===== src/rtl/stream_pkg.sv =====
// Shared definitions for valid/ready stream blocks: channel-index width helper
// and common defaults.
package stream_pkg;

  localparam int STREAM_DEFAULT_N     = 4;
  localparam int STREAM_DEFAULT_WIDTH = 8;
  localparam logic STREAM_IDLE        = 1'b0;
  localparam logic STREAM_BUSY        = 1'b1;

  // A single channel still needs a 1-bit index so the ports never collapse.
  function automatic int sel_width(input int n);
    if (n <= 1) begin
      return 1;
    end else begin
      return $clog2(n);
    end
  endfunction

endpackage


===== src/rtl/rr_arbiter.sv =====
// Combinational round-robin arbiter with packet lock: a one-hot grant plus
// its encoded index.
module rr_arbiter
  import stream_pkg::*;
#(
  parameter int N     = STREAM_DEFAULT_N,
  parameter int SEL_W = sel_width(N)
) (
  input  logic [N-1:0]     req_i,
  input  logic [SEL_W-1:0] ptr_i,
  input  logic             lock_i,
  input  logic [SEL_W-1:0] lk_i,
  output logic [N-1:0]     grant_o,
  output logic [SEL_W-1:0] idx_o
);

  logic [SEL_W:0]   sum_s;
  logic [SEL_W-1:0] cand_s;
  logic             found_s;

  // Locked: only the packet owner may win; otherwise scan from ptr with wrap at N.
  always_comb begin
    grant_o = '0;
    idx_o   = '0;
    sum_s   = '0;
    cand_s  = '0;
    found_s = 1'b0;
    if (lock_i) begin
      if (req_i[lk_i]) begin
        grant_o[lk_i] = 1'b1;
        idx_o         = lk_i;
      end else begin
        grant_o = '0;
      end
    end else begin
      for (int k = 0; k < N; k++) begin
        sum_s = {1'b0, ptr_i} + (SEL_W+1)'(k);
        if (sum_s >= (SEL_W+1)'(N)) begin
          sum_s = sum_s - (SEL_W+1)'(N);
        end else begin
          sum_s = sum_s;
        end
        cand_s = sum_s[SEL_W-1:0];
        if (!found_s && req_i[cand_s]) begin
          found_s         = 1'b1;
          grant_o[cand_s] = 1'b1;
          idx_o           = cand_s;
        end else begin
          found_s = found_s;
        end
      end
    end
  end

endmodule


===== src/rtl/rr_stream_mux.sv =====
// N-channel valid/ready stream mux with per-packet round-robin arbitration
// and a single registered output stage tagged with the source channel.
module rr_stream_mux
  import stream_pkg::*;
#(
  parameter int N     = STREAM_DEFAULT_N,
  parameter int WIDTH = STREAM_DEFAULT_WIDTH,
  parameter int SEL_W = sel_width(N)
) (
  input  logic               clk,
  input  logic               rst_n,
  input  logic [N-1:0]       in_valid,
  input  logic [N-1:0]       in_last,
  input  logic [N*WIDTH-1:0] in_data,
  output logic [N-1:0]       in_ready,
  output logic               out_valid,
  output logic [WIDTH-1:0]   out_data,
  output logic               out_last,
  output logic [SEL_W-1:0]   out_sel,
  input  logic               out_ready
);

  logic             out_valid_q, out_valid_d;
  logic [WIDTH-1:0] out_data_q,  out_data_d;
  logic             out_last_q,  out_last_d;
  logic [SEL_W-1:0] out_sel_q,   out_sel_d;
  logic [SEL_W-1:0] ptr_q,       ptr_d;
  logic             lock_q,      lock_d;
  logic [SEL_W-1:0] lk_q,        lk_d;

  logic             load_s;
  logic             xfer_s;
  logic [N-1:0]     grant_s;
  logic [SEL_W-1:0] gidx_s;

  rr_arbiter #(
    .N     (N),
    .SEL_W (SEL_W)
  ) u_arb (
    .req_i   (in_valid),
    .ptr_i   (ptr_q),
    .lock_i  (lock_q),
    .lk_i    (lk_q),
    .grant_o (grant_s),
    .idx_o   (gidx_s)
  );

  assign load_s   = !out_valid_q || out_ready;
  // Held low during reset even though the arbiter may already see requests.
  assign in_ready = rst_n ? ({N{load_s}} & grant_s) : '0;
  assign xfer_s   = |(in_valid & in_ready);

  // Next-state for output register, packet lock and round-robin pointer.
  always_comb begin
    out_valid_d = out_valid_q;
    out_data_d  = out_data_q;
    out_last_d  = out_last_q;
    out_sel_d   = out_sel_q;
    ptr_d       = ptr_q;
    lock_d      = lock_q;
    lk_d        = lk_q;
    if (load_s) begin
      if (xfer_s) begin
        out_valid_d = 1'b1;
        out_data_d  = in_data[int'(gidx_s)*WIDTH +: WIDTH];
        out_last_d  = in_last[gidx_s];
        out_sel_d   = gidx_s;
        if (in_last[gidx_s]) begin
          lock_d = STREAM_IDLE;
          if (gidx_s == SEL_W'(N-1)) begin
            ptr_d = '0;
          end else begin
            ptr_d = gidx_s + SEL_W'(1);
          end
        end else begin
          lock_d = STREAM_BUSY;
          lk_d   = gidx_s;
        end
      end else begin
        out_valid_d = 1'b0;
      end
    end else begin
      out_valid_d = out_valid_q;
    end
  end

  // State registers with asynchronous clear.
  always_ff @(posedge clk or negedge rst_n) begin
    if (!rst_n) begin
      out_valid_q <= 1'b0;
      out_data_q  <= '0;
      out_last_q  <= 1'b0;
      out_sel_q   <= '0;
      ptr_q       <= '0;
      lock_q      <= STREAM_IDLE;
      lk_q        <= '0;
    end else begin
      out_valid_q <= out_valid_d;
      out_data_q  <= out_data_d;
      out_last_q  <= out_last_d;
      out_sel_q   <= out_sel_d;
      ptr_q       <= ptr_d;
      lock_q      <= lock_d;
      lk_q        <= lk_d;
    end
  end

  assign out_valid = out_valid_q;
  assign out_data  = out_data_q;
  assign out_last  = out_last_q;
  assign out_sel   = out_sel_q;

endmodule


===== config.mk =====
export PLATFORM = sky130hd
export DESIGN_NAME = rr_stream_mux
export DESIGN_NICKNAME = d
export VERILOG_FILES = /design/src/rtl/stream_pkg.sv /design/src/rtl/rr_arbiter.sv /design/src/rtl/rr_stream_mux.sv
export SDC_FILE = /design/constraint.sdc
export NUM_CORES = 1
export LEC_CHECK = 0
export ABC_AREA = 1
export BUFFER_PORTS_ARGS = -buffer_cell sky130_fd_sc_hd__buf_2
export CAP_MARGIN = 20
export CORE_MARGIN = 2
export CORE_UTILIZATION = 50
export CTS_CLUSTER_SIZE = 10
export DETAILED_ROUTE_END_ITERATION = 16
export PLACE_DENSITY = 0.8
export SETUP_SLACK_MARGIN = 0.15
export SLEW_MARGIN = 20
export SYNTH_ARGS = -nofsm -noshare
export SYNTH_HDL_FRONTEND = slang
export SYNTH_HIERARCHICAL = 1
export SYNTH_SLANG_ARGS = --single-unit

===== constraint.sdc =====
create_clock -name clk -period 3.11 [get_ports clk]
set_input_delay 0.7775 -clock clk [delete_from_list [all_inputs] [get_ports clk]]
set_output_delay 0.7775 -clock clk [all_outputs]
set_load 0.005 [all_outputs]

Word level (Yosys, flattened, before mapping)
Cells that the tools add are included.

Add/subtract/negate cells: 8. Magnitude comparators: 15. Equal/unequal tests: 1. Shift operators: 1. Multiplexer cells: 55. Bitwise operators: 6. Reduce and logical (&&, ||, !) cells: 17.

Operator list (count): two-way mux 4 bit (10); variable part select 32 x 6 -> 8 bit (1); two-way mux 2 bit (15); two-way mux 1 bit (19); < comparator 2 x 3 -> 1 bit, second input constant (6); binary-select mux 1 bit (select 2 bit) (6); bitwise OR 4 bit (3); demux 1 bit (select 2 bit) (5); >= comparator 2 x 1 -> 1 bit, second input constant (5); >= comparator 3 bit, second input constant (3); bitwise AND 4 bit (2); logical AND 1 bit (8); subtractor 2 x 1 -> 2 bit, second input constant (4); adder 2 x 2 -> 3 bit, second input constant (2); AND reduction 3 bit (2); zero test 1 bit (4); OR reduction 4 bit (1); adder 2 x 1 -> 3 bit, second input constant (1); >= comparator 2 x 3 -> 1 bit, second input constant (1); adder 2 x 1 -> 2 bit, second input constant (1); == test 2 bit, second input constant (1); AND reduction 2 bit (1); logical OR 1 bit (1); NOT 1 bit (1).

Flip-flop bits (word level): 17. Input port bits: 43. Output and inout port bits: 16. Logic and storage cells: 110.

Depth between registers and ports, before layout
Word-level depth: 24. Gate-level depth with buffers: 20. Gate-level depth less buffers: 19.

Cells and area by module
Netlist, hierarchy kept.

By module, submodules not included: rr_stream_mux (instances 1, cells each 146, area each 1068.5 um^2, seq. area each 425.4 um^2); rr_arbiter (instances 1, cells each 108, area each 603.1 um^2, seq. area each 0.0 um^2).

Worst setup path before layout
No wires, ideal clock.

Path kind: reg-to-output. From: register ptr_q[1]. To: output in_ready[3]. Data arrival time: 1.792 ns. Required time: 2.332 ns. Slack: 0.541 ns. Cell stages (with the launch flop): 13. Path buffers: 0. Path through: dfrtp_1 inv_1 ha_1 inv_1 nand3_1 nand2_4 nor2_8 nand3_1 nand3_1 nand2_1 nand2_1 nand2_1 nor2_1.

Word-level cells in the longest chain between the ends: 21. Elaborated cells on any way between the ends: 72. Classes of those cells: add/sub (7); order compare (12); mux (39); bitwise (4); reduce/logical (10).

Ends and longest elaborated chain: start, declared (line rr_stream_mux.sv:27) `logic [SEL_W-1:0] ptr_q, ptr_d;`; start signal, assigned (line rr_stream_mux.sv:102) `ptr_q <= ptr_d;`; branches (longest 17 deep; another with adder 2 x 1 -> 3 bit); two-way mux 4 bit (*) (line rr_arbiter.sv:44) `if (!found_s && req_i[cand_s]) begin`; two-way mux 4 bit (*) (line rr_arbiter.sv:28) `if (lock_i) begin`; net grant_s[3] (line rr_stream_mux.sv:33) `logic [N-1:0] grant_s;`; bitwise AND 4 bit (*) (line rr_stream_mux.sv:50) `assign in_ready = rst_n ? ({N{load_s}} & grant_s) : '0;`; two-way mux 4 bit (*) (line rr_stream_mux.sv:50); end, declared (line rr_stream_mux.sv:15) `output logic [N-1:0] in_ready,`.

Mark *: on every way through the listed nets, which the timed path passes. The select of a mux whose other input is x is not followed.

Final worst setup path
From: register ptr_q[0]. To: output in_ready[2].

Same word-level chain as after synthesis.

==> metrics <==
Total Nets Final=371; ANT nets after route=0; Layout Skew=3.315 ps; launching element type of the critical path=flop; Synth top area share=0.2545; cell repeated most along the worst path=nand2_1; total of max-cap violations=0; top fanout value on the critical path=5; main flop type after synthesis=dfrtp_1; post-detailed-routing wire length=4772 um; residual overflow from global routing=0; data arrival time of the worst path=2100 ps; clk root buf=clkbuf_4; Avg WL per Cell=13.07 um; post-layout minimum cycle time=2879 ps; Post-Syn Area per Cell=6.581 um^2; Fin Setup TNS=0 ps; largest cells by area after synthesis=dfrtp_1, nand2_1, nand3_1, o21ai_0, nor2_1; relative max-transition margin=0.7066; required time of the worst setup path=2330 ps; Setup-failing EPs final=0; total via count after detailed routing=1919; Leakage Power=1.224 nW; width of the die=61.82 um; Storage cell area=425.4 um^2; CTS HTree Levels=1; Post-synth EDFFs=0; critical path capture point type=output pin; number of antenna repair diodes=0; setup slack after placement=211.7 ps; drt pass-1 iters=8; instance count of the mapped netlist=254; final worst-path cycle share=0.9256; Cell Chain, Critical Path=inv_4 -> ha_4 -> buf_6 -> nand3_2 -> nand2_1 -> nand2_1 -> inv_2 -> nand3_2 -> nand3_2 -> nand2_1 -> nand2_1 -> nand2_2 -> nor2_1 -> buf_2; global-route wire length before repair=7217 um; cell types with the highest counts after synthesis=nand2_1, nand3_1, nor2_1, o21ai_0, dfrtp_1; path category of the worst min-delay check=in2async; max-slew violations=0; buffers added on ports=58; setup repair after global routing missed its margin=yes; number of synthesized register bits=17; cell with the largest stage delay on the worst path=dfrtp_1; number of global-route vias before repair=1695; share of synthesized area occupied by flip-flops and latches=0.2545; number of warnings reported in the yosys synthesis log=6; power density normalized to cell area=1160 nW/um^2; detailed-route DRC error count=0; final weighted congestion in routability-driven placement=0.9541; maximum clock insertion buffer count=2; die height=61.82 um; transition time at the pin with the least slew margin=440.1 ps; highest clock frequency the design can meet=0.3474 GHz; async set-reset flop share out of synthesis=1.000; area growth from synthesis to final layout=31.51%; Placed Instances=356; post-route worst setup slack=231.4 ps; Critical Path Max Stage Delay=410 ps; half-perimeter wire length of the detailed placement result=3536 um; vias per inst=5.258; Clk Latency, worst-skew pair=290 ps; initial cell density of the core=0.5344; Iter 0 DRT Violations=198; share of the core filled with cells=0.7028; hold slack=410.0 ps; I/O pin count=59; area of the multi-input gates=1201 um^2; fraction of layout instances using a drive strength above 1=0.3832; post-synth net total=303; antenna violations before repair=0; post-synthesis cell area=1672 um^2; core region area=3128 um^2; Hold Violations, Final=0; full die area=3822 um^2; Peak VDD IR=0.0006758 V; CTS Buf Count=3; category of the critical setup timing path=reg2out; maximum number of pins on one net before global-route repair=22; most repeated cell in the gate-level netlist after synthesis=nand2_1; clock slew at the register clock pins of the worst setup and hold paths=100 ps; Distinct cells, synth=27; run status=finished, final reports clean; final standard cell count with taps included and fillers excluded=365; GRT Util Overall=0.2503; library cell occupying the most area in the post-synthesis netlist=dfrtp_1; placement row count=20; number of sinks on the clock net=17; TritonCTS clock tree=done; fill cell total of the finished layout=285
final timing paths:
| kind | start | end | slack [ps] | depth (start not counted) |
|---|---|---|---|---|
| max in group asynchronous | rst_n | ptr_q[0]$_DFFE_PN0P_ | 2390 | 1 |
| min in group clk | out_data[7]$_DFFE_PN0P_ | out_data[7]$_DFFE_PN0P_ | 490 | 2 |
| setup / recovery | ptr_q[0]$_DFFE_PN0P_ | in_ready[2] | 230 | 14 |
| hold reg to reg | out_data[7]$_DFFE_PN0P_ | out_data[7]$_DFFE_PN0P_ | 490 | 2 |
| setup reg to reg | ptr_q[0]$_DFFE_PN0P_ | lk_q[0]$_DFFE_PN0P_ | 620 | 18 |
| hold / removal | rst_n | out_sel[0]$_DFFE_PN0P_ | 410 | 1 |
logic make-up after synthesis:
kind of cell               synth area share
AOI/OAI and AO/OA                    0.1445
buffers and inverters               0.08683
DFF                                  0.2545
and+or+nand+nor                      0.4693
adders and majority gates           0.04491
repair_timing:
| action | 4_1_cts | 5_1_grt |
|---|---|---|
| gates cloned | 0 | 1 |
| hold endpoints to repair | 0 | 0 |
| hold buffers | 0 | 0 |
| resized for setup | 3 | 20 |
| endpoints found under the setup margin | 4 | 4 |
| pin swaps | 0 | 13 |
| setup buffers | 0 | 4 |
final cells by class:
class                   instances  share of cell area
clock inverters                 1            0.002277
well taps                      44             0.02504
repair buffers                 71              0.1838
flip-flops and latches         17              0.1935
inverters                      22             0.03870
multi-input cells             207              0.5464
clock buffers                   3             0.01024
routing by layer:
metal | global-route usage | vias up | share of wire
met5 | 0 | - | 0
li1 | - | 975 | -
met3 | 0.05176 | 2 | 0.060
met1 | 0.3363 | 860 | 0.44
met4 | 0.05471 | 0 | 0.0046
met2 | 0.4165 | 82 | 0.49
sequential cells by signal, indices dropped and copies added (netlist names):
signal / cells
out_last: 1
out_sel: 2
out_valid: 1
ptr_q: 2
lock_q: 1
lk_q: 2
out_data: 8
critical path: cells and delay by family (launching register included):
kind                     cells  cell delay, ps
AND/OR/NAND/NOR              9             670
flip-flops                   1             410
adder cells (fa/ha/maj)      1             300
buffers and inverters        4             420
cells in the final DEF, fill, tap and decap left out, types with 2 or more instances in the layout:
cell type	netlist	final
nand2_1	80	77
buf_2	5	58
nor2_1	23	23
o21ai_0	18	18
nand3_1	29	18
dfrtp_1	17	17
nand3_2	2	13
buf_4	0	11
inv_2	7	10
nand2_2	6	9
inv_1	13	9
o22ai_1	8	8
a21oi_1	7	7
ha_1	6	5
nand4_1	5	5
o21ai_1	4	4
a21boi_0	4	4
nand2_4	4	3
nor2_4	1	3
clkbuf_4	0	3
nand3b_4	2	2
clkinv_1	2	2
nand3_4	2	2
power by group:
group	leakage, nW	switching [mW]	internal (mW)
Combinational	0.991	1.25	0.781
Sequential	0.215	0.0793	0.324
Clock	0.0177	0.0700	0.0479
Total	1.22	1.40	1.15
stage by stage:
| step | total power [mW] | instance area [um^2] |
|---|---|---|
| finish | 2.551 | 2198 |
| global route | 2.791 | 2198 |
| CTS | 2.319 | 2069 |
| detailed placement | 2.159 | 2022 |
| global placement | 2.133 | 2022 |
| floorplan | 1.711 | 1672 |
Power figures use the tool's default switching activity.
